==> src/rtl/mem_port_arbiter.sv <==
// rtl/mem_port_arbiter.sv - shares one single-port memory between instruction fetch and load/store
// Optional macro ARB_TIMEOUT_EN: abort a BUSY transaction after TIMEOUT cycles without memAck.
module mem_port_arbiter #(
   parameter int ADDR_W  = 32,
   parameter int DATA_W  = 32,
   parameter int TIMEOUT = 15
) (
   input  logic              clk,
   input  logic              resetN,
   input  logic              iReq,
   input  logic [ADDR_W-1:0] iAddr,
   output logic              iValid,
   output logic [DATA_W-1:0] iRdata,
   input  logic              dReq,
   input  logic              dWe,
   input  logic [ADDR_W-1:0] dAddr,
   input  logic [DATA_W-1:0] dWdata,
   output logic              dValid,
   output logic [DATA_W-1:0] dRdata,
   output logic              memReq,
   output logic              memWe,
   output logic [ADDR_W-1:0] memAddr,
   output logic [DATA_W-1:0] memWdata,
   input  logic [DATA_W-1:0] memRdata,
   input  logic              memAck,
   output logic              busy,
   output logic              gntId,
   output logic              err
);

   typedef enum logic [1:0] {IDLE, BUSY, RESP} state_t;

   if (TIMEOUT < 1 || TIMEOUT > 255) begin : g_bad_timeout
      $error("mem_port_arbiter: TIMEOUT must be 1..255");
   end

   state_t            state_q, state_d;
   logic              mem_req_q, mem_req_d;
   logic              mem_we_q, mem_we_d;
   logic [ADDR_W-1:0] mem_addr_q, mem_addr_d;
   logic [DATA_W-1:0] mem_wdata_q, mem_wdata_d;
   logic [DATA_W-1:0] rdata_q, rdata_d;
   logic              gnt_id_q, gnt_id_d;
   logic              last_gnt_q, last_gnt_d;
   logic              i_valid_q, i_valid_d;
   logic              d_valid_q, d_valid_d;
   logic              busy_q, busy_d;
   logic              err_q, err_d;
   logic              pick_data;

`ifdef ARB_TIMEOUT_EN
   localparam logic [7:0] TIMEOUT_LIM = 8'(TIMEOUT - 1);
   logic [7:0] cnt_q, cnt_d;
`endif

   // On a tie the requester that did not win last time gets the memory.
   assign pick_data = dReq && (!iReq || !last_gnt_q);

   always_comb begin
      state_d     = state_q;
      mem_req_d   = mem_req_q;
      mem_we_d    = mem_we_q;
      mem_addr_d  = mem_addr_q;
      mem_wdata_d = mem_wdata_q;
      rdata_d     = rdata_q;
      gnt_id_d    = gnt_id_q;
      last_gnt_d  = last_gnt_q;
      i_valid_d   = 1'b0;
      d_valid_d   = 1'b0;
      busy_d      = busy_q;
      err_d       = 1'b0;
`ifdef ARB_TIMEOUT_EN
      cnt_d       = cnt_q;
`endif
      case (state_q)
         IDLE: begin
            if (iReq || dReq) begin
               gnt_id_d    = pick_data;
               last_gnt_d  = pick_data;
               mem_addr_d  = pick_data ? dAddr : iAddr;
               mem_we_d    = pick_data & dWe;
               mem_wdata_d = pick_data ? dWdata : '0;
               mem_req_d   = 1'b1;
               busy_d      = 1'b1;
               state_d     = BUSY;
`ifdef ARB_TIMEOUT_EN
               cnt_d       = 8'd0;
`endif
            end
         end
         BUSY: begin
            if (memAck) begin
               if (!mem_we_q) rdata_d = memRdata;
               mem_req_d = 1'b0;
               i_valid_d = !gnt_id_q;
               d_valid_d = gnt_id_q;
               state_d   = RESP;
            end
`ifdef ARB_TIMEOUT_EN
            else if (cnt_q == TIMEOUT_LIM) begin
               rdata_d   = DATA_W'(32'hDEADBEEF);
               mem_req_d = 1'b0;
               i_valid_d = !gnt_id_q;
               d_valid_d = gnt_id_q;
               err_d     = 1'b1;
               state_d   = RESP;
            end else begin
               cnt_d = cnt_q + 8'd1;
            end
`endif
         end
         RESP: begin
            busy_d  = 1'b0;
            state_d = IDLE;
         end
         default: begin
            mem_req_d = 1'b0;
            busy_d    = 1'b0;
            state_d   = IDLE;
         end
      endcase
   end

   always_ff @(posedge clk or negedge resetN) begin
      if (!resetN) begin
         state_q     <= IDLE;
         mem_req_q   <= 1'b0;
         mem_we_q    <= 1'b0;
         mem_addr_q  <= '0;
         mem_wdata_q <= '0;
         rdata_q     <= '0;
         gnt_id_q    <= 1'b0;
         last_gnt_q  <= 1'b0;
         i_valid_q   <= 1'b0;
         d_valid_q   <= 1'b0;
         busy_q      <= 1'b0;
         err_q       <= 1'b0;
`ifdef ARB_TIMEOUT_EN
         cnt_q       <= 8'd0;
`endif
      end else begin
         state_q     <= state_d;
         mem_req_q   <= mem_req_d;
         mem_we_q    <= mem_we_d;
         mem_addr_q  <= mem_addr_d;
         mem_wdata_q <= mem_wdata_d;
         rdata_q     <= rdata_d;
         gnt_id_q    <= gnt_id_d;
         last_gnt_q  <= last_gnt_d;
         i_valid_q   <= i_valid_d;
         d_valid_q   <= d_valid_d;
         busy_q      <= busy_d;
         err_q       <= err_d;
`ifdef ARB_TIMEOUT_EN
         cnt_q       <= cnt_d;
`endif
      end
   end

   assign memReq   = mem_req_q;
   assign memWe    = mem_we_q;
   assign memAddr  = mem_addr_q;
   assign memWdata = mem_wdata_q;
   assign iValid   = i_valid_q;
   assign dValid   = d_valid_q;
   assign iRdata   = rdata_q;
   assign dRdata   = rdata_q;
   assign busy     = busy_q;
   assign gntId    = gnt_id_q;
   assign err      = err_q;

endmodule

==> config.mk <==
export PLATFORM = sky130hd
export DESIGN_NAME = mem_port_arbiter
export DESIGN_NICKNAME = d
export VERILOG_FILES = /design/src/rtl/mem_port_arbiter.sv
export SDC_FILE = /design/constraint.sdc
export NUM_CORES = 1
export LEC_CHECK = 0
export BUFFER_PORTS_ARGS = -buffer_cell sky130_fd_sc_hd__buf_2
export CORE_ASPECT_RATIO = 2
export CORE_MARGIN = 5
export CORE_UTILIZATION = 45
export CTS_CLUSTER_SIZE = 28
export DETAILED_ROUTE_END_ITERATION = 8
export PLACE_DENSITY = 0.8
export SLEW_MARGIN = 10
export SYNTH_ARGS = -nofsm -noshare
export SYNTH_HDL_FRONTEND = slang
export SYNTH_SLANG_ARGS = --single-unit
export TNS_END_PERCENT = 10
==> constraint.sdc <==
create_clock -name clk -period 3.6 [get_ports clk]
set_input_delay 0.18 -clock clk [delete_from_list [all_inputs] [get_ports clk]]
set_output_delay 0.18 -clock clk [all_outputs]
set_load 0.03 [all_outputs]
==> results.yml <==
placed_design:
  gp_congestion: 0.789
  dp_hpwl_mm: 9.17
  port_buffers: 267
  pre_cts_slack_ps: 1440
flow_run:
  cap_violations: 0
global_routing:
  grt_remaining_overflow: 0
  antenna_found_initial: 0
  grt_pass1_vias: 3648
  grt_max_degree: 79
  grt_usage: 0.190
  grt_pass1_wl_mm: 18.1
setup_path:
  path_cells: "a21boi_4 -> and3b_1 -> buf_4 -> a22o_1"
  rrSetupSlack_ps: 1480
  cpMaxStageDelayCell: "a21boi_4"
  worstReg2RegStart: "last_gnt_q$_DFFE_PN0P_"
  critPathRequiredTime_ps: 3870
  end_kind: "flip-flop"
  path_class: "flip-flop to flip-flop"
  worstSetupStartpoint: "last_gnt_q$_DFFE_PN0P_"
  start_kind: "flip-flop"
  rr_worst_depth: 4
  critPathMaxFanout: 34
  rr_endpoint: "memWdata[25]$_DFFE_PN0P_"
  worstPathArrival_ps: 2390
  slowest_delay_ps: 810
final_layout:
  nets: 668
  layout_commonest_cell: "buf_2"
  diodes: 0
  num-fill-cells: 885
  drive_gt1_frac: 0.714
  multiInputGateArea_sq_um: 1530
  regArea_sq_um: 2600
  final_cell_mix: "266 x buf_2, 104 x dfrtp_1, 87 x mux2_2"
  fin_util: 0.597
  area_delta_synth_final_pct: 32.0
floorplanning:
  die-width_um: 80.9
  coreArea_sq_um: 10000
  die_h_um: 152
  io_pins: 269
  start_util: 0.452
  die_area_sq_um: 12300
  row_count: 52
yosys:
  synth_top_area_frac: 0.575
  synthesis.area_sq_um: 4530
  avgSynthCellArea_sq_um: 15.0
  synthAdderAreaFrac: 0
  synth-compound-area-share: 0.0757
  muxShareOfSynthArea: 0.244
  synthSimpleGateAreaFrac: 0.0149
  synth_xor_area_frac: 0
  synth_edf_count: 0
  synth_top_family_by_area: "multiplexers"
  synth_top_cell_by_area: "dfrtp_1"
  synth_ff_type: "dfrtp_1"
  syn_nets: 435
  yosysWarnings: 0
  yosysUniqueCellTypes: 22
  synthCells: 301
  synth-seq-cells: 104
  async_flop_share: 1.00
  synthTopCellsByArea: "dfrtp_1 57%, mux2_2 22%, a22o_1 6.4%, buf_4 6.0%, buf_6 2.5%"
  yosysSeqAreaShare: 0.575
clocking:
  clk_latency_ps: 330
  path_clk_slew_ps: 70
  tritoncts: "built"
  cts_sinks: 104
  cts.path.max_buffers: 2
  cts_resized: 0
  cts_max_level: 3
  cts_root_buf: "clkbuf_16"
  cts_setup_buffers: 0
  holdBufCountCts: 0
  cts-buffers-inserted: 9
sta:
  finalMaxSlewViolations: 0
  max_slew_margin: 0.319
  finalSetupTns_ps: 0
  period_share: 0.589
  tightest_slew_ps: 1020
  setup_viol: 0
  setup_ws_ps: 1480
  min_period_ps: 2120
  rsz0062_at_grt: "no"
  hold_viol: 2
  hold_slack_ps: -4.41
  finClkSkew_ps: 5.92
  fmax_ghz: 0.472
drt:
  wirelength_mm: 11.6
  post-route-drc-count: 0
  drt-wirelength-per-cell_um: 17.2
  antenna_left: 0
  dr.pass1.iters: 4
  vias_per_cell: 4.90
  drtIter0Drc: 117
  num_vias: 3300
min_path:
  min_path_type: "input pin to asynchronous set/reset pin"
power:
  cellPowerDensity_nw_per_um2: 1110
  ir_drop_v: 0.000682
  leakage_nw: 3.12
  power_mw: 6.65
run_status:
  violations: "hold timing"
  status: "complete, but fails checks"
## power breakdown
group          switching [mW]  internal [mW]
sequential              0.365           1.75
clock                   0.420          0.561
combinational            2.34           1.21
total                    3.13           3.53
## through the flow
step | area, sq um | hold slack (ps) | std cells
final | 5980 | -4.41 | 674
after global routing | 5980 | 49.4 | 674
after CTS | 5980 | 30.1 | 674
after floorplan | 4530 | -116 | 301
after detailed placement | 5670 | 395 | 658
after global placement | 5670 | 381 | 658
## logic make-up (layout without fill, tap and decap cells)
| logic type | count (synthesis) | count (layout) |
|---|---|---|
| DFF | 104 | 104 |
| AOI/OAI and AO/OA | 40 | 40 |
| muxes | 96 | 96 |
| other | 1 | 1 |
| and+or+nand+nor | 9 | 9 |
| buffers and inverters | 51 | 289 |
## worst max path at each step
stage / endpoint / slack [ps]
floorplan: memAddr[7]$_DFFE_PN0P_ / 1930
global placement: memWdata[21]$_DFFE_PN0P_ / 1540
detailed placement: memWdata[5]$_DFFE_PN0P_ / 1440
CTS: memWdata[5]$_DFFE_PN0P_ / 1430
global route: memWdata[26]$_DFFE_PN0P_ / 1320
finish: memWdata[25]$_DFFE_PN0P_ / 1480
## per-layer routing
metal	global-route usage	routed length, um	up-vias
li1	-	-	1508
met1	0.201	4110	1599
met2	0.338	6250	159
met3	0.0444	841	34
met4	0.0991	424	0
met5	0	0	-
## critical path: cells and delay by family, from the launching register on
family                 cells  cell delay, ps
AOI/OAI and AO/OA          2            1000
buffers and inverters      1             320
DFF                        1             450
and+or+nand+nor            1             280
## state kept, by name, summed over array words and instances, names as in the netlist, 2 cells and up
signal,cells
memAddr,32
memWdata,32
state_q,2
dRdata,32
## layout make-up
| type | instances | share of cell area |
|---|---|---|
| clock inverter | 6 | 0.0113 |
| timing repair buffer | 271 | 0.229 |
| inverter | 2 | 0.00126 |
| sequential | 104 | 0.435 |
| tap | 135 | 0.0282 |
| clock buffer | 10 | 0.0400 |
| multi-input combinational | 146 | 0.255 |
## cell usage after synthesis, types with 2 or more instances
| cell | number |
|---|---|
| buf_6 | 10 |
| nor2_1 | 3 |
| mux2_1 | 2 |
| buf_2 | 3 |
| dfrtp_1 | 104 |
| a22o_1 | 33 |
| mux2_4 | 7 |
| o21ai_0 | 3 |
| buf_4 | 36 |
| inv_1 | 2 |
| mux2_2 | 87 |
Power figures use the tool's default switching activity.
